--- src/rtl/alu_arbiter_2ch.sv ---
// alu_arbiter_2ch: two-requester round-robin front-end sequencing one shared 8-bit ALU op at a time
//
// Ports:
//   clk, rst_n                      rising-edge clock, asynchronous active-low reset
//   req0_valid/ready/a/b/sel        requester 0 op handshake (ready is combinational, IDLE only)
//   req1_valid/ready/a/b/sel        requester 1 op handshake
//   rsp_valid/ready                 response handshake, response held while rsp_ready is low
//   rsp_result, rsp_carry, rsp_id   ALU result, ALU carry_out, issuing requester
//   busy                            high whenever the FSM is not IDLE
//
// Build option:
//   ALU_ARB_FIXED_PRIO_EN           defined: requester 0 always wins contention and no
//                                   last_grant state exists; undefined: round-robin

module alu_8bit (
   input  logic [7:0] a,
   input  logic [7:0] b,
   input  logic [1:0] sel,
   output logic [7:0] result,
   output logic       carry_out
);
   logic [8:0] sum;
   logic [8:0] diff;
   assign sum  = {1'b0, a} + {1'b0, b};
   // Subtract carry is the borrow out of the 9-bit difference.
   assign diff = {1'b0, a} - {1'b0, b};
   always_comb begin
      result    = sel == 2'b00 ? sum[7:0] :
                  sel == 2'b01 ? diff[7:0] :
                  sel == 2'b10 ? (a & b) : (a | b);
      carry_out = sel == 2'b00 ? sum[8] :
                  sel == 2'b01 ? diff[8] : 1'b0;
   end
endmodule

module alu_arbiter_2ch #(
   parameter int WIDTH = 8
) (
   input  logic             clk,
   input  logic             rst_n,
   input  logic             req0_valid,
   output logic             req0_ready,
   input  logic [WIDTH-1:0] req0_a,
   input  logic [WIDTH-1:0] req0_b,
   input  logic [1:0]       req0_sel,
   input  logic             req1_valid,
   output logic             req1_ready,
   input  logic [WIDTH-1:0] req1_a,
   input  logic [WIDTH-1:0] req1_b,
   input  logic [1:0]       req1_sel,
   output logic             rsp_valid,
   input  logic             rsp_ready,
   output logic [WIDTH-1:0] rsp_result,
   output logic             rsp_carry,
   output logic             rsp_id,
   output logic             busy
);
   typedef enum logic [1:0] {IDLE, EXEC, RESP} state_t;

   state_t           state;
   state_t           state_nxt;
   logic             any_req;
   logic             grant;
   logic             gnt_id;
   logic [WIDTH-1:0] op_a;
   logic [WIDTH-1:0] op_b;
   logic [1:0]       op_sel;
   logic             op_id;
   logic [WIDTH-1:0] alu_result;
   logic             alu_carry;

   assign any_req = req0_valid | req1_valid;

`ifdef ALU_ARB_FIXED_PRIO_EN
   assign gnt_id = ~req0_valid;
`else
   logic last_grant;
   // Contention goes to whoever was not granted last; a lone requester always wins.
   assign gnt_id = (req0_valid & req1_valid) ? ~last_grant : req1_valid;
   always_ff @(posedge clk or negedge rst_n) begin
      if (!rst_n)
         last_grant <= 1'b1;
      else if (grant)
         last_grant <= gnt_id;
   end
`endif

   // Readiness is masked by rst_n so nothing is accepted while reset is held.
   assign grant      = rst_n && state == IDLE && any_req;
   assign req0_ready = grant && !gnt_id;
   assign req1_ready = grant && gnt_id;
   assign rsp_valid  = state == RESP;
   assign busy       = state != IDLE;

   always_ff @(posedge clk or negedge rst_n) begin
      if (!rst_n)
         state <= IDLE;
      else
         state <= state_nxt;
   end

   always_comb begin
      state_nxt = state;
      case (state)
         IDLE:    state_nxt = any_req ? EXEC : IDLE;
         EXEC:    state_nxt = RESP;
         RESP:    state_nxt = rsp_ready ? IDLE : RESP;
         default: state_nxt = IDLE;
      endcase
   end

   always_ff @(posedge clk or negedge rst_n) begin
      if (!rst_n) begin
         op_a   <= '0;
         op_b   <= '0;
         op_sel <= 2'b00;
         op_id  <= 1'b0;
      end else if (grant) begin
         op_a   <= gnt_id ? req1_a : req0_a;
         op_b   <= gnt_id ? req1_b : req0_b;
         op_sel <= gnt_id ? req1_sel : req0_sel;
         op_id  <= gnt_id;
      end
   end

   alu_8bit u_alu (
      .a         (op_a),
      .b         (op_b),
      .sel       (op_sel),
      .result    (alu_result),
      .carry_out (alu_carry)
   );

   always_ff @(posedge clk or negedge rst_n) begin
      if (!rst_n) begin
         rsp_result <= '0;
         rsp_carry  <= 1'b0;
         rsp_id     <= 1'b0;
      end else if (state == EXEC) begin
         rsp_result <= alu_result;
         rsp_carry  <= alu_carry;
         rsp_id     <= op_id;
      end
   end
endmodule

--- config.mk ---
export PLATFORM = sky130hd
export DESIGN_NAME = alu_arbiter_2ch
export DESIGN_NICKNAME = d
export VERILOG_FILES = /design/src/rtl/alu_arbiter_2ch.sv
export SDC_FILE = /design/constraint.sdc
export NUM_CORES = 1
export LEC_CHECK = 0
export ABC_AREA = 1
export CAP_MARGIN = 10
export CORE_ASPECT_RATIO = 0.8
export CORE_MARGIN = 4
export CORE_UTILIZATION = 46
export DETAILED_ROUTE_END_ITERATION = 12
export PLACE_DENSITY = 0.77
export SETUP_SLACK_MARGIN = 0.15
export SLEW_MARGIN = 10
export SYNTH_ARGS = -nofsm -noshare
export SYNTH_HDL_FRONTEND = slang
export SYNTH_SLANG_ARGS = --single-unit
--- constraint.sdc ---
create_clock -name clk -period 1.7 [get_ports clk]
set_input_delay 0.255 -clock clk [delete_from_list [all_inputs] [get_ports clk]]
set_output_delay 0.255 -clock clk [all_outputs]
set_load 0.005 [all_outputs]
==> results.py <==
metrics = {
    "synthesis": {
        "synth_top_area_share_pct": 32.0,
        "synth_common_cells": "nand2_1 (113), inv_1 (47), dfrtp_1 (31)",
        "synthTopCellsByArea": "dfrtp_1 (32%), nand2_1 (18%), ha_1 (13%)",
        "netlist_instances": 334,
        "syn_area_per_cell_um2": 7.25,
        "synthFlopType": "dfrtp_1",
        "ys_async_sr_fraction_pct": 100,
        "synth.most_common_cell": "nand2_1",
        "syn-num-nets": 402,
        "yosys_warnings": 0,
        "yosysUniqueCellTypes": 31,
        "yosys_register_bits": 32,
        "synth_edf_count": 0,
        "syn_area_mm2": 0.00242,
        "yosysSeqAreaShare_pct": 33.1,
        "synth_top_cell_by_area": "dfrtp_1",
    },
    "cells_and_area": {
        "area_delta_synth_final_pct": 60.6,
        "diodes": 0,
        "finalNonFillerCells": 512,
        "drive_gt1_share_pct": 38.7,
        "fin_util_pct": 76.8,
        "num-nets-final": 517,
        "fillCellCount": 354,
    },
    "detailed_routing": {
        "viasPerCell": 5.04,
        "vias": 2582,
        "routed.top_layer": "met4",
        "firstDrtPassIters": 4,
        "wire_per_inst_um": 14.8,
        "drt-initial-drc-count": 186,
        "dr_wl_met2_mm": 3.54,
        "drc": 0,
        "drt_wl_total_mm": 7.57,
        "wl_met3_um": 446,
        "wl_met1_mm": 3.52,
        "postRouteAntennaNets": 0,
    },
    "global_route": {
        "grt.overflow.total": 0,
        "antenna_found_initial": 0,
        "grt_pass1_wl_mm": 11.8,
        "grt_max_degree": 33,
        "track_usage_pct": 23.8,
        "grt_pass1_vias": 2519,
    },
    "floorplan": {
        "fp.dieH_um": 72.9,
        "die_w_um": 89.1,
        "coreArea_mm2": 0.00506,
        "start_util_pct": 47.8,
        "rows": 23,
        "num_io_pins": 55,
        "fp.dieArea_mm2": 0.00650,
    },
    "hold_path": {
        "hold_path.class": "input pin to flop",
        "hold_path_startpoint": "req1_valid",
    },
    "worst_setup_path": {
        "cp.arrival_ns": 2.05,
        "cp_max_fo": 3,
        "cp_slowest_cell": "dfrtp_2",
        "crit_type": "flop to flop",
        "crit_chain": "ha_4 > fa_2 > inv_2 > nand2_2 > nand2_2 > nand2_1 > nand2_1 > nand2_1 > o21ai_1 > nand2_1 > o211ai_1 > nand2_1",
        "worst_path_most_repeated_cell": "nand2_1",
        "crit_path_end_kind": "flop",
        "cp_num_buf_inv": 1,
        "required_ns": 1.87,
        "startpoint": "op_b[0]",
        "cp-start-kind": "flop",
        "slowest_delay_ns": 0.44,
        "cpLargestDelayFamily": "adder cells",
        "reg2reg_from": "op_b[0]",
    },
    "clocking": {
        "cts_tree": "built",
        "cts-root-buf": "clkbuf_8",
        "numCtsBuffers": 5,
        "clk_pin_slew_ns": 0.07,
        "cts_hold_buf": 0,
        "cts_sinks": 32,
        "h-tree-depth": 2,
        "cts_buffer_depth": 2,
        "clkLatencyLatePin_ns": 0.29,
    },
    "pwr": {
        "p_sw_mw": 3.90,
        "p_sw_share_pct": 46.6,
        "p_leak_nw": 1.84,
        "p_int_mw": 4.47,
        "clkPwrFrac_pct": 7.4,
        "seq_power_share_pct": 17.1,
        "cellPowerDensity_mw_per_mm2": 2150,
        "p_comb_share_pct": 75.5,
        "total_power_mw": 8.37,
        "vdd_ir_drop_max_v": 0.00109,
    },
    "placed_design": {
        "place_inst": 485,
        "place_congestion": 0.857,
        "dp_hpwl_mm": 5.34,
        "port_buffers": 54,
    },
    "timing": {
        "fmax_mhz": 533,
        "finalCriticalPeriod_ns": 1.88,
        "worst_pin_slew_ns": 0.413,
        "setup_ws_ns": -0.176,
        "period_share_pct": 110,
        "hold_viol": 0,
        "slew_headroom_pct": 72.4,
        "setup_violations": 5,
        "rsz0062_at_grt": "true",
        "skew_ns": 0.00923,
        "slew_violations": 0,
    },
    "run": {
        "cap_violations": 0,
    },
    "run_status": {
        "status": "complete, but fails checks",
        "violations": "negative setup slack",
    },
}
[timing repair]
item | CTS | global route
buffers inserted | 14 | 5
resized for setup | 65 | 58
setup endpoints to repair | 12 | 29
cloned | 0 | 0
pin swaps | 18 | 22
[layout make-up]
| class | count | area (um^2) | area share (%) |
|---|---|---|---|
| repair buffers | 115 | 1030 | 26.5 |
| well taps | 62 | 77.6 | 2.00 |
| multi-input cells | 244 | 1680 | 43.2 |
| inverters | 51 | 206 | 5.31 |
| clock buffers | 6 | 82.6 | 2.12 |
| clock inverters | 2 | 10.0 | 0.257 |
| flip-flops and latches | 32 | 805 | 20.7 |
[routing by layer]
layer  vias to the layer above  GRT usage [%]
li1                       1303              -
met1                      1196           32.8
met2                        77           38.6
met3                         6           4.29
met4                         0           5.95
met5                         -              0
[power by group through the flow]
| stage | registers [mW] | clock network (mW) | logic, mW |
|---|---|---|---|
| 6_report | 1.43 | 0.622 | 6.32 |
| 2_1_floorplan | 1.37 | 0 | 2.84 |
| 3_3_place_gp | 1.37 | 0 | 4.60 |
| 3_5_place_dp | 1.39 | 0 | 4.69 |
| 5_1_grt | 1.47 | 0.664 | 6.92 |
| 4_1_cts | 1.41 | 0.629 | 5.48 |
[kinds of logic after synthesis]
family	after synthesis	share of synthesized area [%]
AOI/OAI and AO/OA	57	14.5
xor gates and xnor gates	3	1.09
adders and majority gates	27	14.6
buffers and inverters	58	9.87
DFF	32	33.1
and+or+nand+nor	157	26.9
[registers in the layout, summed over array words and instances (netlist names)]
register,count
op_id,1
last_grant,1
rsp_carry,1
op_a,8
op_b,8
rsp_id,1
op_sel,2
state,2
rsp_result,8
[path summary, 6_finish.rpt]
check                                endpoint  slack, ns  depth (start not counted)
worst max register to register  rsp_result[4]      -0.18                         12
max in group asynchronous          last_grant       0.86                          2
worst min register to register  rsp_result[7]       0.48                          2
min in group asynchronous              rsp_id       0.51                          2
worst min-delay path                 state[0]       0.30                          3
worst max-delay path            rsp_result[4]      -0.18                         12
[metrics by stage]
| stage | setup TNS (ns) | hold slack, ns | instance area [um^2] | worst slack, ns |
|---|---|---|---|---|
| after floorplan | 0 | -0.0406 | 2450 | 0.0715 |
| after global placement | -1.03 | 0.462 | 3330 | -0.306 |
| after detailed placement | -3.20 | 0.464 | 3330 | -0.403 |
| after CTS | -0.291 | 0.484 | 3670 | -0.0991 |
| after global routing | -0.833 | 0.310 | 3890 | -0.233 |
| final | -0.480 | 0.300 | 3890 | -0.176 |
[worst register-to-register path: stages, from the launching register on]
cell and delay [ns]:
dfrtp_2 0.44, ha_4 0.17, fa_2 0.36, inv_2 0.07, nand2_2 0.06, nand2_2 0.08, nand2_1 0.06, nand2_1 0.08
nand2_1 0.08, o21ai_1 0.13, nand2_1 0.09, o211ai_1 0.09, nand2_1 0.07
[cell usage in the layout, fill, tap and decap left out, types with 2 or more instances in the layout]
cell / Yosys / layout
a21oi_1: 11 / 7
a21oi_2: 0 / 4
a31oi_1: 2 / 2
buf_4: 0 / 55
buf_6: 2 / 5
clkbuf_8: 0 / 6
clkdlybuf4s50_1: 0 / 48
clkinv_2: 1 / 2
dfrtp_1: 31 / 29
dfrtp_2: 0 / 2
dlymetal6s2s_1: 0 / 2
fa_2: 0 / 2
ha_1: 25 / 9
ha_2: 0 / 7
ha_4: 0 / 9
inv_1: 47 / 22
inv_2: 3 / 24
inv_4: 0 / 4
nand2_1: 113 / 88
nand2_2: 1 / 24
nand2_4: 0 / 2
nand3_1: 17 / 8
nand3_2: 1 / 10
nand4_1: 2 / 2
nor2_1: 17 / 12
nor2_2: 2 / 7
o211ai_1: 21 / 21
o21a_1: 2 / 2
o21ai_0: 14 / 11
o21ai_1: 5 / 7
xor2_1: 2 / 2
Power figures use the tool's default switching activity.
